===== src/rtl/shift_reg_pkg.sv =====
// Shared types for the parametrised shift register and its auto-shift sequencer.
package shift_reg_pkg;

  typedef enum logic [1:0] {
    SHR = 2'b00,
    SHL = 2'b01,
    ASR = 2'b10,
    ROR = 2'b11
  } shift_mode_e;

  typedef enum logic [1:0] {
    IDLE = 2'b00,
    RUN  = 2'b01,
    DONE = 2'b10
  } seq_state_e;

endpackage


===== src/rtl/shift_seq_fsm.sv =====
// Auto-shift sequencer: turns one Start pulse into Count shift strobes and
// arbitrates manual Shift_En against Load and Start.
module shift_seq_fsm
  import shift_reg_pkg::*;
#(
  parameter int CNT_W = 4
) (
  input  logic              i_clk,
  input  logic              i_rst_n,
  input  logic              i_load,
  input  logic              i_start,
  input  logic              i_shift_en,
  input  logic [CNT_W-1:0]  i_count,
  input  shift_mode_e       i_mode,
  output logic              o_shift,
  output shift_mode_e       o_mode,
  output logic              o_busy,
  output logic              o_done
);

  seq_state_e       r_state;
  logic [CNT_W-1:0] r_cnt;
  shift_mode_e      r_mode;
  logic             r_busy;
  logic             r_done;

  // NOTE: sequential state uses non-blocking assignments so every register
  // samples pre-edge values; later assignments in the block override defaults.
  always_ff @(posedge i_clk) begin
    if (!i_rst_n) begin
      r_state <= IDLE;
      r_cnt   <= '0;
      r_mode  <= SHR;
      r_busy  <= 1'b0;
      r_done  <= 1'b0;
    end else begin
      r_busy <= 1'b0;
      r_done <= 1'b0;
      if (i_load) begin
        r_state <= IDLE;
      end else begin
        case (r_state)
          RUN: begin
            r_cnt <= r_cnt - CNT_W'(1);
            if (r_cnt == CNT_W'(1)) begin
              r_state <= DONE;
              r_done  <= 1'b1;
            end else begin
              r_busy  <= 1'b1;
            end
          end
          default: begin
            // DONE behaves exactly like IDLE so sequences can run back-to-back.
            r_state <= IDLE;
            if (i_start) begin
              r_mode <= i_mode;
              if (i_count == '0) begin
                r_state <= DONE;
                r_done  <= 1'b1;
              end else begin
                r_cnt   <= i_count;
                r_state <= RUN;
                r_busy  <= 1'b1;
              end
            end
          end
        endcase
      end
    end
  end

  assign o_shift = !i_load && ((r_state == RUN) || (!i_start && i_shift_en));
  assign o_mode  = (r_state == RUN) ? r_mode : i_mode;
  assign o_busy  = r_busy;
  assign o_done  = r_done;

endmodule


===== src/rtl/shift_reg_n.sv =====
// Parametrised shift register with four shift modes, parallel load and an
// auto-shift sequencer. Define SHIFT_REG_XBIT_EN to add the X extension bit.
module shift_reg_n
  import shift_reg_pkg::*;
#(
  parameter int WIDTH = 8,
  parameter int CNT_W = $clog2(WIDTH) + 1
) (
  input  logic              Clk,
  input  logic              Reset_n,
  input  logic              Load,
  input  logic [WIDTH-1:0]  D,
  input  shift_mode_e       Mode,
  input  logic              Shift_En,
  input  logic              Shift_In_Msb,
  input  logic              Shift_In_Lsb,
  input  logic              Start,
  input  logic [CNT_W-1:0]  Count,
`ifdef SHIFT_REG_XBIT_EN
  input  logic              X_In,
  input  logic              X_Load,
  output logic              X_Out,
`endif
  output logic [WIDTH-1:0]  Data_Out,
  output logic              Shift_Out_Msb,
  output logic              Shift_Out_Lsb,
  output logic              Busy,
  output logic              Done
);

  logic [WIDTH-1:0] r_data;
  logic [WIDTH-1:0] w_shifted;
  logic             w_shift;
  shift_mode_e      w_mode;
`ifdef SHIFT_REG_XBIT_EN
  logic             r_x;
  logic             w_x_next;
`endif

  shift_seq_fsm #(
    .CNT_W (CNT_W)
  ) u_seq (
    .i_clk      (Clk),
    .i_rst_n    (Reset_n),
    .i_load     (Load),
    .i_start    (Start),
    .i_shift_en (Shift_En),
    .i_count    (Count),
    .i_mode     (Mode),
    .o_shift    (w_shift),
    .o_mode     (w_mode),
    .o_busy     (Busy),
    .o_done     (Done)
  );

  // NOTE: every signal written here gets a default first so no latch is inferred.
  always_comb begin
    w_shifted = r_data;
    case (w_mode)
      SHR:     w_shifted = {Shift_In_Msb, r_data[WIDTH-1:1]};
      SHL:     w_shifted = {r_data[WIDTH-2:0], Shift_In_Lsb};
      ASR:     w_shifted = {r_data[WIDTH-1], r_data[WIDTH-1:1]};
      ROR:     w_shifted = {r_data[0], r_data[WIDTH-1:1]};
      default: w_shifted = r_data;
    endcase
`ifdef SHIFT_REG_XBIT_EN
    // X sits above the MSB, so every right shift feeds the MSB from X.
    w_x_next = r_x;
    case (w_mode)
      SHR: begin
        w_shifted[WIDTH-1] = r_x;
        w_x_next           = Shift_In_Msb;
      end
      SHL:     w_x_next           = r_data[WIDTH-1];
      ASR:     w_shifted[WIDTH-1] = r_x;
      ROR: begin
        w_shifted[WIDTH-1] = r_x;
        w_x_next           = r_data[0];
      end
      default: w_x_next           = r_x;
    endcase
`endif
  end

  always_ff @(posedge Clk) begin
    if (!Reset_n) begin
      r_data <= '0;
    end else if (Load) begin
      r_data <= D;
    end else if (w_shift) begin
      r_data <= w_shifted;
    end
  end

`ifdef SHIFT_REG_XBIT_EN
  always_ff @(posedge Clk) begin
    if (!Reset_n) begin
      r_x <= 1'b0;
    end else if (X_Load) begin
      r_x <= X_In;
    end else if (w_shift) begin
      r_x <= w_x_next;
    end
  end

  assign X_Out = r_x;
`endif

  assign Data_Out      = r_data;
  assign Shift_Out_Msb = r_data[WIDTH-1];
  assign Shift_Out_Lsb = r_data[0];

endmodule


===== config.mk =====
export PLATFORM = sky130hd
export DESIGN_NAME = shift_reg_n
export DESIGN_NICKNAME = d
export VERILOG_FILES = /design/src/rtl/shift_reg_pkg.sv /design/src/rtl/shift_seq_fsm.sv /design/src/rtl/shift_reg_n.sv
export SDC_FILE = /design/constraint.sdc
export NUM_CORES = 1
export LEC_CHECK = 0
export ABC_AREA = 0
export CORE_AREA = 2 2 52 54
export CTS_CLUSTER_DIAMETER = 120
export DETAILED_ROUTE_END_ITERATION = 12
export DIE_AREA = 0 0 54 56
export PLACE_DENSITY = 0.76
export SYNTH_ARGS = -nofsm -noshare
export SYNTH_HDL_FRONTEND = slang
export SYNTH_HIERARCHICAL = 1
export SYNTH_SLANG_ARGS = --single-unit

===== constraint.sdc =====
create_clock -name Clk -period 2.3 [get_ports Clk]
set_input_delay 0.345 -clock Clk [delete_from_list [all_inputs] [get_ports Clk]]
set_output_delay 0.345 -clock Clk [all_outputs]
set_load 0.03 [all_outputs]

==> metrics.txt <==
startpoint type of the worst setup path flop; largest net degree at the start of global routing 15; Iter 0 DRT Violations 30; total grt overflow 0; Design Power 0.717 mW; Post-DP HPWL 1990 µm; Diodes inserted 0; Synth Warn # 6; hold path depth 2; Slew Viols, Final 0; Worst Reg2Reg Path Length in Cells 6; core region area 2430 µm²; final hold slack 0.502 ns; nets 181; clock root cell clkbuf_4; CP arrival 2.05 ns; Yosys top cell by area dfxtp_1; Final Hold Fails 0; Synth top cells by count 18 x dfxtp_1, 13 x nor2_1, 11 x nand3_1, 8 x a211oi_1, 8 x o31ai_1; Worst-Margin Slew 0.354 ns; family with the most delay on the worst path simple AND/OR/NAND/NOR gates; vias in the first global route 963; CTS tree built; vias per cell 5.66; WP buf/inv 0; Max Freq 0.533 GHz; clock power share 21.0%; post-synthesis cell area 1070 µm²; Int Pwr 0.498 mW; clock sinks 18; first-pass GRT wire length 4350 µm; clk buf depth 2; row count 18; Synth async-reset ratio 0%; Worst Skew 0.00955 ns; mean area per synthesized cell 8.56 µm²; GRT Overall Usage 18.9%; die width 54 µm; port bufs 32; normalized max-slew margin 76.1%; combinational share of power 30.3%; antenna violations before repair 0; Remaining DRCs 0; crit path launch u_seq/r_state[1]; Flop pwr share 48.7%; H-tree lvl count 1; Crit path largest cell delay 0.38 ns; most frequent cell after synthesis dfxtp_1; clk slew on worst S/H paths 0.10 ns; Post-synth EDFFs 0; die area 3020 µm²; switch share 30.5%; hold path start u_seq/r_cnt[2]; post-synthesis cell count 125; worst reg2reg setup slack 0.42 ns; Setup Buffers After CTS 0; sequential share of the synthesized area 33.7%; total number of vias 1052; Synth Flop Type dfxtp_1; P_sw 0.219 mW; HP Class flop to flop; Max Cap Viol 0; final setup violation count 0; worst vdd ir 0.438 mV; fin crit period 1.88 ns; Final GP Congestion 0.806; final setup TNS 0 ns; worst r2r dst Data_Out[4]; hold path endpoint u_seq/r_cnt[2]; Clk Latency, worst-skew pair 0.29 ns; kind of critical path flop to flop; CTS Hold Buffers Added 0; slowest stage cell on the critical path dfxtp_1; R2R Path Start u_seq/r_state[1]; top cell type's share of synthesized area 33.7%; RSZ-0062 raised after global routing no; Top cell by count, worst path nand2_1; period utilization 81.6%; Yosys reg bits 18; area grow syn2layout 34.9%; Net Count, Synth 148; P_leak 0.575 nW; Num CTS Buffers 3; DR pass1 iterations 5; biggest area contributors in the synthesized netlist dfxtp_1 34%, a211oi_1 5.6%, o31ai_1 5.6%; PD cells 497 nW/µm²; status complete, no violations; CP max FO 11; Unique masters post-synth 38; Critical Path, Cell by Cell nand2b_1 -> nand2_1 -> nand2_1 -> or2b_4 -> a211oi_1 -> o31ai_1; worst endpoint required time 2.47 ns; Die H 56 µm; Initial Util 44.0%; total length of routed wires 2570 µm; I/O pin count 33; post-DR wirelength/cell 13.8 µm; Routed Antenna Nets 0; post_cts resized 0; Critical Path End Type flop; fraction of layout cells with a size suffix above 1 11.5%
layer usage:
layer / GRT usage, % / vias to the layer above / part of all wire, % / routed length, µm
met5: 0 / - / 0 / 0
li1: - / 523 / - / -
met4: 5.00 / 0 / 0.74 / 19
met1: 26.4 / 494 / 49 / 1270
met3: 3.49 / 2 / 4.6 / 119
met2: 29.1 / 33 / 45 / 1170
cells by family (layout without fill, tap and decap cells):
| logic type | count (synthesis) | count (layout) | share of synthesized area [%] |
|---|---|---|---|
| compound gates | 36 | 36 | 26.8 |
| fa+ha+maj | 2 | 2 | 2.34 |
| buf+inv | 14 | 45 | 6.31 |
| flops | 18 | 18 | 33.7 |
| mux | 4 | 4 | 3.98 |
| simple gates | 51 | 51 | 26.9 |
state kept, by name, summed over array words and instances (netlist names):
| name | flops |
|---|---|
| Data_Out | 8 |
| u_seq/o_busy | 1 |
| u_seq/o_done | 1 |
| u_seq/r_cnt | 4 |
| u_seq/r_mode | 2 |
| u_seq/r_state | 2 |
per-stage QoR:
stage / instances / cell area [µm²] / setup WS [ns] / utilization [%]
2_1_floorplan: 125 / 1070 / 0.508 / -
3_5_place_dp: 183 / 1420 / 0.312 / 58.4
6_report: 186 / 1440 / 0.423 / 59.3
3_3_place_gp: 183 / 1420 / 0.314 / 58.4
5_1_grt: 186 / 1440 / 0.265 / 59.3
4_1_cts: 186 / 1440 / 0.451 / 59.3
cell type report:
| class | count | area [µm²] |
|---|---|---|
| timing repair buffer | 38 | 365 |
| sequential | 18 | 360 |
| tap | 30 | 37.5 |
| clock buffer | 3 | 22.5 |
| fill | 211 | 990 |
| inverter | 4 | 15.0 |
| multi-input combinational | 93 | 642 |
placed cells by master, fill, tap and decap left out, types with 3 or more instances in the layout:
cell / count
o31ai_1: 8
a21oi_1: 7
nor2_1: 13
and3b_1: 5
nand3_1: 11
inv_1: 4
clkdlybuf4s50_1: 32
nand2_1: 7
buf_4: 6
clkbuf_4: 3
a211oi_1: 8
dfxtp_1: 18
nand2b_1: 4
how the worst max path moves through the flow:
stage / end / slack (ns) / depth (start not counted)
final: Data_Out[4] / 0.42 / 6
after detailed placement: Data_Out[4] / 0.31 / 6
after global placement: Data_Out[5] / 0.31 / 6
after global routing: Data_Out[0] / 0.27 / 6
after floorplan: Data_Out[7] / 0.51 / 7
after CTS: Data_Out[0] / 0.45 / 6
power groups by stage:
stage	clock [mW]	sequential [mW]	combinational [mW]
global placement	0	0.355	0.213
global route	0.172	0.352	0.236
detailed placement	0	0.356	0.216
floorplan	0	0.375	0.107
finish	0.151	0.349	0.217
CTS	0.159	0.349	0.216
worst reg2reg max path: cells and delay by family, from the launching register on:
| family | cells | cell delay, ns |
|---|---|---|
| compound gates | 2 | 0.39 |
| flops | 1 | 0.38 |
| simple gates | 4 | 1.00 |
Note: power is estimated with default switching activity, not from simulation.
